===== src/rtl/hazard_forward_unit.sv =====
// hazard_forward_unit: tracks in-flight destination tags to drive EX operand forwarding and ID stalls.
// Ports:
//   clk, reset           clock and asynchronous active-low reset
//   id_valid_i           instruction in ID is real
//   id_src_i             ID source tags, source j at [j*ADDR_W +: ADDR_W]
//   id_rd_i              ID destination tag
//   id_regwrite_i        ID instruction writes id_rd_i
//   id_memread_i         ID instruction is a load
//   flush_i              kill the instruction entering EX
//   fwd_en_i             1 = forwarding mode, 0 = full interlock
//   fwd_sel_o            per EX source: 0 = register file, k = producer stage M_k
//   stall_o              hold PC and IF/ID this cycle
//   stall_cnt_o          saturating count of stall cycles
module hazard_forward_unit #(
    parameter int ADDR_W    = 5,
    parameter int NUM_SRC   = 2,
    parameter int FWD_DEPTH = 2
) (
    input  logic                      clk,
    input  logic                      reset,
    input  logic                      id_valid_i,
    input  logic [NUM_SRC*ADDR_W-1:0] id_src_i,
    input  logic [ADDR_W-1:0]         id_rd_i,
    input  logic                      id_regwrite_i,
    input  logic                      id_memread_i,
    input  logic                      flush_i,
    input  logic                      fwd_en_i,
    output logic [NUM_SRC*2-1:0]      fwd_sel_o,
    output logic                      stall_o,
    output logic [15:0]               stall_cnt_o
);
    logic                      e_valid, e_rw, e_mr;
    logic [ADDR_W-1:0]         e_rd;
    logic [NUM_SRC*ADDR_W-1:0] e_src;
    logic                      m_valid [1:FWD_DEPTH];
    logic                      m_rw    [1:FWD_DEPTH];
    logic [ADDR_W-1:0]         m_rd    [1:FWD_DEPTH];
    logic                      hit;

    function automatic logic produces(input logic v, input logic rw,
                                      input logic [ADDR_W-1:0] rd, input logic [ADDR_W-1:0] r);
        return v && rw && rd == r && rd != '0;
    endfunction

    always_comb begin
        fwd_sel_o = '0;
        hit = 1'b0;
        for (int j = 0; j < NUM_SRC; j++) begin
            // scan oldest to youngest so the nearest producer overwrites
            for (int k = FWD_DEPTH; k >= 1; k--)
                if (fwd_en_i && e_valid && produces(m_valid[k], m_rw[k], m_rd[k], e_src[j*ADDR_W +: ADDR_W]))
                    fwd_sel_o[j*2 +: 2] = 2'(k);
            if (produces(e_valid, e_rw, e_rd, id_src_i[j*ADDR_W +: ADDR_W]) && (e_mr || !fwd_en_i))
                hit = 1'b1;
            // interlock waits until the producer sits in the last stage, which the register file covers
            for (int k = 1; k < FWD_DEPTH; k++)
                if (!fwd_en_i && produces(m_valid[k], m_rw[k], m_rd[k], id_src_i[j*ADDR_W +: ADDR_W]))
                    hit = 1'b1;
        end
        stall_o = hit && id_valid_i && !flush_i;
    end

    always_ff @(posedge clk or negedge reset) begin
        if (!reset) begin
            e_valid     <= 1'b0;
            e_rw        <= 1'b0;
            e_mr        <= 1'b0;
            e_rd        <= '0;
            e_src       <= '0;
            stall_cnt_o <= '0;
            for (int k = 1; k <= FWD_DEPTH; k++) begin
                m_valid[k] <= 1'b0;
                m_rw[k]    <= 1'b0;
                m_rd[k]    <= '0;
            end
        end else begin
            m_valid[1] <= e_valid;
            m_rw[1]    <= e_rw;
            m_rd[1]    <= e_rd;
            for (int k = 2; k <= FWD_DEPTH; k++) begin
                m_valid[k] <= m_valid[k-1];
                m_rw[k]    <= m_rw[k-1];
                m_rd[k]    <= m_rd[k-1];
            end
            e_valid <= id_valid_i && !stall_o && !flush_i;
            if (!stall_o && !flush_i) begin
                e_rw  <= id_regwrite_i;
                e_mr  <= id_memread_i;
                e_rd  <= id_rd_i;
                e_src <= id_src_i;
            end
            if (stall_o && stall_cnt_o != 16'hFFFF)
                stall_cnt_o <= stall_cnt_o + 16'd1;
        end
    end
endmodule

===== config.mk =====
export PLATFORM = sky130hd
export DESIGN_NAME = hazard_forward_unit
export DESIGN_NICKNAME = d
export VERILOG_FILES = /design/src/rtl/hazard_forward_unit.sv
export SDC_FILE = /design/constraint.sdc
export NUM_CORES = 1
export LEC_CHECK = 0
export BUFFER_PORTS_ARGS = -buffer_cell sky130_fd_sc_hd__buf_2
export CAP_MARGIN = 20
export CORE_ASPECT_RATIO = 1.75
export CORE_MARGIN = 2
export CORE_UTILIZATION = 35
export CTS_BUF_LIST = sky130_fd_sc_hd__clkbuf_4
export DETAILED_ROUTE_END_ITERATION = 16
export HOLD_SLACK_MARGIN = 0.05
export RECOVER_POWER = 100
export SLEW_MARGIN = 5
export SYNTH_ARGS = -nofsm -noshare
export SYNTH_HDL_FRONTEND = slang
export SYNTH_SLANG_ARGS = --single-unit

===== constraint.sdc =====
create_clock -name clk -period 4.72 [get_ports clk]
set_input_delay 0 -clock clk [delete_from_list [all_inputs] [get_ports clk]]
set_output_delay 0 -clock clk [all_outputs]
set_load 0.02 [all_outputs]

==> out/summary.txt, run 1 <==
Sum Neg Setup Slack: 0 ps
Cell Rows: 40
Number of antenna diodes: 0
Overflow after GRT: 0
Number of global-route vias before repair: 1859
WL/cell: 15.3 um
Fin. Hold Viols: 0
Die height: 115 um
GRT Util Overall: 0.155
WL final: 5400 um
R2R setup slack: 1420 ps
VDD IR max: 192 uV
Fin crit share: 0.708
Worst clock skew: 14.1 ps
Yosys warnings: 0
Gpl congestion: 0.811
CTS Root Buffer Type: clkbuf_4
Dpl hpwl: 3970 um
Clk_lat worst skew: 350 ps
Reg power frac: 0.604
Synth cell types: 39
Reg clk slew, reported paths: 130 ps
MaxCap Viol Count: 2
CP arrival: 3340 ps
Tightest Pin Transition: 1570 ps
Post-cts repair resize count: 0
Switching Fraction: 0.282
Post-synthesis sequential area ratio: 0.487
RSZ-0062 raised after global routing: no
IO Pins: 43
CTS tree: done
Antenna violations before repair: 0
Sinks on Clock Net: 48
Via count: 1733
Drt via density: 4.91
Comb pwr share: 0.158
Pleak: 1.22 nW
Slew Limit Fails: 49
Failing checks: capacitance limit, slew limit
Largest net degree at the start of global routing: 49
Mux share of post-synthesis cell area: 0.0959
Simple-gate share of the synthesized area: 0.157
ANT nets after route: 0
Largest family of logic cells by synthesized area: XOR/XNOR gates
Pre-antenna DRT Iters: 4
Max-slew headroom: -0.0444
TritonCTS Buffers: 5
Core area: 6860 um^2
Post-layout total power: 0.795 mW
R2R Path Start: m_rd[9]$_DFF_PN0_
Layout cell share with drive strength beyond 1: 0.149
PwrDens: 274 nW/um^2
Area of the die: 7760 um^2
Pre-CTS setup slack: 2330 ps
Starting Density: 0.359
Adder-Cell Fraction of Synth Area: 0.00508
Hold Startpoint: flush_i
F_max: 299 MHz
Worst Setup End Kind: primary output
Worst Setup SP: m_rd[9]$_DFF_PN0_
CP Data Required Time: 4720 ps
Post-route setup slack: 1380 ps
Clk buf depth: 2
Chip Width: 67.4 um
Post-Syn Area: 2460 um^2
Worst Hold Slack: 119 ps
H-tree levels: 2
Run status: finished, violations left
Final setup viols: 0
Max FO, Critical Path: 18
Initial drt markers: 62
NetSw: 0.225 mW
Area grow syn2layout: 17.5%
Synth Area in XOR/XNOR: 0.188
Synth Area in Compound Gates: 0.0381
Worst hold path type: primary input to flop
First-pass GRT wire length: 8900 um
DRC Markers: 0
Gate Count Post-Synth: 207
Synth Register Bits: 48
Nature of the critical path startpoint: flop
Synthesized area per cell: 11.9 um^2
Port bufs: 42
NumNets Final: 291
Internal cell power: 0.571 mW
Post-route minimum period: 3340 ps
Clock share of power: 0.238
Net Count, Synth: 230
Kind of critical path: flop to primary output
synthesized netlist by cell type (all sizes together):
master / number / area (um^2)
a21o: 1 / 7.51
a21oi: 2 / 10.0
a22oi: 2 / 15.0
a31oi: 2 / 12.5
a32o: 1 / 10.0
and2: 5 / 31.3
and3: 7 / 43.8
and4: 1 / 8.76
buf: 7 / 53.8
clkbuf: 2 / 7.51
dfrtp: 48 / 1200
ha: 1 / 12.5
inv: 2 / 7.51
mux2: 18 / 236
nand2: 3 / 11.3
nand2b: 1 / 6.26
nand3: 10 / 50.1
nand4: 11 / 68.8
nor2: 9 / 52.6
nor2b: 2 / 12.5
nor3: 5 / 25.0
nor4: 4 / 25.0
nor4bb: 1 / 10.0
o211ai: 1 / 7.51
o21ai: 1 / 5.00
o22ai: 2 / 26.3
or2: 1 / 6.26
or3: 1 / 6.26
or4: 3 / 30.0
xnor2: 25 / 219
xor2: 28 / 245
worst paths after layout:
path	endpoint	depth (start not counted)
worst max-delay path	stall_o	6
worst min-delay path	e_valid$_DFF_PN0_	3
worst max register to register	stall_cnt_o[1]$_DFFE_PN0P_	6
worst min register to register	m_rw[0]$_DFF_PN0_	0
max in group asynchronous	e_rd[1]$_DFFE_PN0P_	3
min in group asynchronous	m_rd[0]$_DFF_PN0_	2
final cells by class:
type,count,area (um^2)
fillers,664,3960
flip-flops and latches,48,1200
multi-input cells,148,1140
repair buffers,63,388
well taps,84,105
clock buffers,6,45.0
clock inverters,2,11.3
inverters,2,7.51
power groups by stage:
stage | Combinational [mW] | Sequential, mW | Clock [mW]
3_3_place_gp | 0.124 | 0.489 | 0
2_1_floorplan | 0.0973 | 0.474 | 0
6_report | 0.125 | 0.480 | 0.189
4_1_cts | 0.138 | 0.482 | 0.202
3_5_place_dp | 0.125 | 0.491 | 0
5_1_grt | 0.140 | 0.486 | 0.218
repair_timing:
action / CTS / global route
setup buffers: 0 / 0
hold buffers: 20 / 0
hold endpoints to repair: 66 / 0
critical path, stage by stage (launching register included):
cell and delay (ps):
dfrtp_1 530, or4_1 160, nor2_1 60, or4_2 650
o22ai_1 1160, and2_0 260, buf_2 170
through the flow:
stage | instances | util | instance area [um^2]
6_report | 353 | 0.422 | 2900
5_1_grt | 353 | 0.422 | 2900
4_1_cts | 352 | 0.434 | 2980
3_5_place_dp | 324 | 0.397 | 2720
3_3_place_gp | 324 | 0.397 | 2720
2_1_floorplan | 207 | - | 2460
layer usage:
metal  track usage  vias to the layer above  part of all wire
li1              -                      842                 -
met1         0.165                      833              0.38
met2         0.286                       48              0.56
met3        0.0303                       10             0.038
met4        0.0639                        0             0.021
met5             0                        -                 0
layout by cell type (no fill, tap or decap), drive strengths merged, types with 3 or more instances in the layout:
master        n
dlygate4sd3  20
and2          5
xor2         28
nor2          9
dfrtp        48
buf          21
clkbuf       28
nor3          5
nand2         3
xnor2        25
nand3        10
or4           3
mux2         18
and3          7
nand4        11
nor4          4
registers in the layout (all words and copies together) (netlist names):
register and count:
e_mr 1, m_valid 2, e_rd 5, e_src 10, m_rw 2, e_valid 1
stall_cnt_o 16, e_rw 1, m_rd 10
cells by family (layout without fill, tap and decap cells):
logic type | after synthesis | after routing
compound gates | 12 | 12
simple gates | 64 | 64
buf+inv | 11 | 73
xor+xnor | 53 | 53
fa+ha+maj | 1 | 1
mux | 18 | 18
flops | 48 | 48
Power figures use the tool's default switching activity.
==> run 2: changes to the inputs <==
--- a/config.mk
+++ b/config.mk
@@ -5,6 +5,7 @@
 export SDC_FILE = /design/constraint.sdc
 export NUM_CORES = 1
 export LEC_CHECK = 0
+export ABC_AREA = 1
 export BUFFER_PORTS_ARGS = -buffer_cell sky130_fd_sc_hd__buf_2
 export CAP_MARGIN = 20
 export CORE_ASPECT_RATIO = 1.75
==> constraint.sdc (replaced) <==
create_clock -name clk -period 3.1 [get_ports clk]
set_input_delay 0 -clock clk [delete_from_list [all_inputs] [get_ports clk]]
set_output_delay 0 -clock clk [all_outputs]
set_load 0.02 [all_outputs]
==> run 2 against run 1 <==
Compared with the run above: the run now ends clean; via count rose by 39%; cell count rose by 43%; clock skew rose by 6.0 ps; sequential power rose by 49%; sequential cell count did not move; first-iteration DRC count rose by 120%; critical endpoint is now stall_cnt_o[4]$_DFFE_PN0P_.
==> out/summary.txt, run 2 <==
Run status: finished clean
Antenna violations before repair: 0 (unchanged)
Via count: 2417 (+39%)
Clock share of power: 0.297 (+0.059)
DRC Markers: 0 (unchanged)
Post-route setup slack: 826 ps (-551 ps)
H-tree levels: 2 (unchanged)
MaxCap Viol Count: 0 (-2)
Reg power frac: 0.547 (-0.057)
EDFF count, synth: 0 (unchanged)
Synthesized area per cell: 8.05 um^2 (-32%)
Number of flip-flops in the largest register: 16 (unchanged)
Hold Startpoint: flush_i
Layout cell share with drive strength beyond 1: 0.139 (-0.00928)
Max-slew headroom: 0.223 (+0.267)
PwrDens: 400 nW/um^2 (+46%)
Fin util: 0.415 (-0.00779)
Pre-CTS setup slack: 1230 ps (-1110 ps)
Sinks on Clock Net: 48 (unchanged)
Top_reg_cell synth: dfrtp_1
Port bufs: 42 (unchanged)
R2R setup slack: 830 ps (-590 ps)
Core area: 7910 um^2 (+15%)
GRT Util Overall: 0.169 (+0.0140)
CP arrival: 2590 ps (-750 ps)
NumNets Final: 438 (+51%)
Synth cell types: 33 (-15%)
Kind of critical path: flop to flop
VDD IR max: 209 uV (+8.6%)
CTS Root Buffer Type: clkbuf_4
Worst Setup End Kind: flop
Synth async-reset ratio: 1.00 (unchanged)
Worst Hold Slack: 177 ps (+57.9 ps)
Pre-antenna DRT Iters: 5 (+1)
Synth Area in XOR/XNOR: 0.0958 (-0.0925)
Synth Area in Compound Gates: 0.0437 (+0.00564)
Area grow syn2layout: 15.7%
Final setup viols: 0 (unchanged)
Gate Count Post-Synth: 352 (+70%)
Synth Register Bits: 48 (unchanged)
Worst Setup SP: stall_cnt_o[0]$_DFFE_PN0P_
F_max: 440 MHz
Largest family of logic cells by synthesized area: simple AND/OR/NAND/NOR gates
Most frequent cell after synthesis: nand2_1
Synth top area cells: dfrtp_1, nand2_1, xor2_1, nand2_2, inv_1
Nature of the critical path startpoint: flop
Synth top area share: 0.424 (-0.0635)
Non-Filler Instances: 506 (+43%)
ANT nets after route: 0 (unchanged)
NetSw: 0.386 mW (+72%)
Mux share of post-synthesis cell area: 0 (-0.0959)
Post-cts repair resize count: 0 (unchanged)
Post-synthesis sequential area ratio: 0.424 (-0.0635)
Chip Width: 72.0 um (+6.8%)
Dpl hpwl: 5240 um (+32%)
Synth top cells by count: nand2_1, dfrtp_1, inv_1, nor2_1, nand3_1
Synth area leader: dfrtp_1
TritonCTS Buffers: 5 (unchanged)
Fin. Hold Viols: 0 (unchanged)
Internal cell power: 0.926 mW (+62%)
Number of antenna diodes: 0 (unchanged)
Tightest Pin Transition: 1170 ps (-401 ps)
Commonest non-fill, non-tap cell in the layout: nand2_1
Comb pwr share: 0.157 (about the same)
R2R depth: 9 (+3)
IO Pins: 43 (unchanged)
Clk_lat worst skew: 380 ps (+30 ps)
Area of the die: 8860 um^2 (+14%)
Die height: 123 um (+7.0%)
Worst hold path type: primary input to flop
Fin crit share: 0.734
CP Data Required Time: 3420 ps (-1300 ps)
Yosys warnings: 0 (unchanged)
Sum Neg Setup Slack: 0 ps (unchanged)
Simple-gate share of the synthesized area: 0.361 (+0.204)
FF-to-FF End: stall_cnt_o[4]$_DFFE_PN0P_
Net Count, Synth: 375 (+63%)
Initial drt markers: 135 (+120%)
Cell Rows: 43 (+7.5%)
Post-route minimum period: 2270 ps
Top reg by flops: stall_cnt_o
WL/cell: 13.5 um (-12%)
Regs by FF count: stall_cnt_o: 16 flops, e_src: 10 flops, m_rd: 10 flops
Overflow after GRT: 0 (unchanged)
Clk buf depth: 2 (unchanged)
Number of global-route vias before repair: 2370 (+27%)
DP Cell Count: 478 (+48%)
Slew Limit Fails: 0 (-100%)
Largest net degree at the start of global routing: 49 (unchanged)
Crit path to: stall_cnt_o[4]$_DFFE_PN0P_
Pleak: 1.65 nW (+35%)
Adder-Cell Fraction of Synth Area: 0.00442 (-0.000661)
Post-Syn Area: 2830 um^2 (+15%)
R2R Path Start: stall_cnt_o[0]$_DFFE_PN0P_
Worst clock skew: 20.1 ps (+6.02 ps)
WL final: 6840 um (+27%)
RSZ-0062 raised after global routing: no
Starting Density: 0.358 (-0.00116)
Drt via density: 4.78 (-2.7%)
Max FO, Critical Path: 16 (-2)
Gpl congestion: 0.836 (+3.1%)
Commonest non-fill, non-tap cells in the layout: nand2_1, dfrtp_1, inv_1, nor2_1, nand3_1
First-pass GRT wire length: 11400 um (+28%)
Switching Fraction: 0.294 (+0.0116)
Reg clk slew, reported paths: 160 ps (+30 ps)
CTS tree: done
-- run 2: changes by cell type after synthesis, sizes merged, moves of 7 or more --
cell / delta
xnor2: -12
inv: +34
nor2: +21
nand2: +139
nand3: +15
and3: -7
mux2: -18
o21ai: +9
xor2: -10
-- run 2: cell families after synthesis --
family                   after synthesis
XOR/XNOR                              31
flip-flops                            48
buffers and inverters                 42
AND/OR/NAND/NOR                      215
AO/OA/AOI/OAI                         15
adder cells (fa/ha/maj)                1
-- run 2: worst max-delay path, stage by stage, from the launching register on --
cell and delay [ps]:
dfrtp_1 470, ha_1 220, nand3_1 130, nor3_1 510
nand2_2 140, nor2_1 180, nand2_1 140, nand4_4 230
nand2_1 100, nand2_2 70
-- run 2: worst min path at each step --
stage                                       to  cells after the start
floorplan                     e_mr$_DFFE_PN0P_                      0
global placement           e_rd[0]$_DFFE_PN0P_                      3
detailed placement         e_rd[3]$_DFFE_PN0P_                      3
CTS                           e_rw$_DFFE_PN0P_                      4
global route        stall_cnt_o[3]$_DFFE_PN0P_                      6
finish                        e_rw$_DFFE_PN0P_                      4
-- run 2: power by group through the flow --
stage	logic (mW)	registers [mW]	clock network [mW]
after global routing	0.234	0.725	0.433
after floorplan	0.137	0.716	0
after detailed placement	0.198	0.729	0
final	0.205	0.717	0.389
after global placement	0.194	0.727	0
after CTS	0.217	0.717	0.410
-- run 2: area by class of cell --
class	count	area [um^2]
multi-input combinational	262	1350
inverter	36	135
sequential	48	1200
clock buffer	5	37.5
fill	832	4630
timing repair buffer	62	393
clock inverter	3	46.3
tap	90	113
-- run 2: routing by layer --
metal  vias up  wire, um  GRT usage
li1       1222         -          -
met1      1135      2660      0.177
met2        50      3780      0.323
met3        10       224     0.0293
met4         0       178     0.0696
met5         -         0          0
-- run 2: repair_timing --
action	CTS	global route
hold endpoints to repair	66	0
hold buffers	19	0
buffers inserted	0	0
-- run 2: per-stage QoR --
step | power [mW] | cell area [um^2]
after floorplan | 0.853 | 2830
after global placement | 0.922 | 3090
after detailed placement | 0.927 | 3090
after CTS | 1.34 | 3360
after global routing | 1.39 | 3280
final | 1.31 | 3280
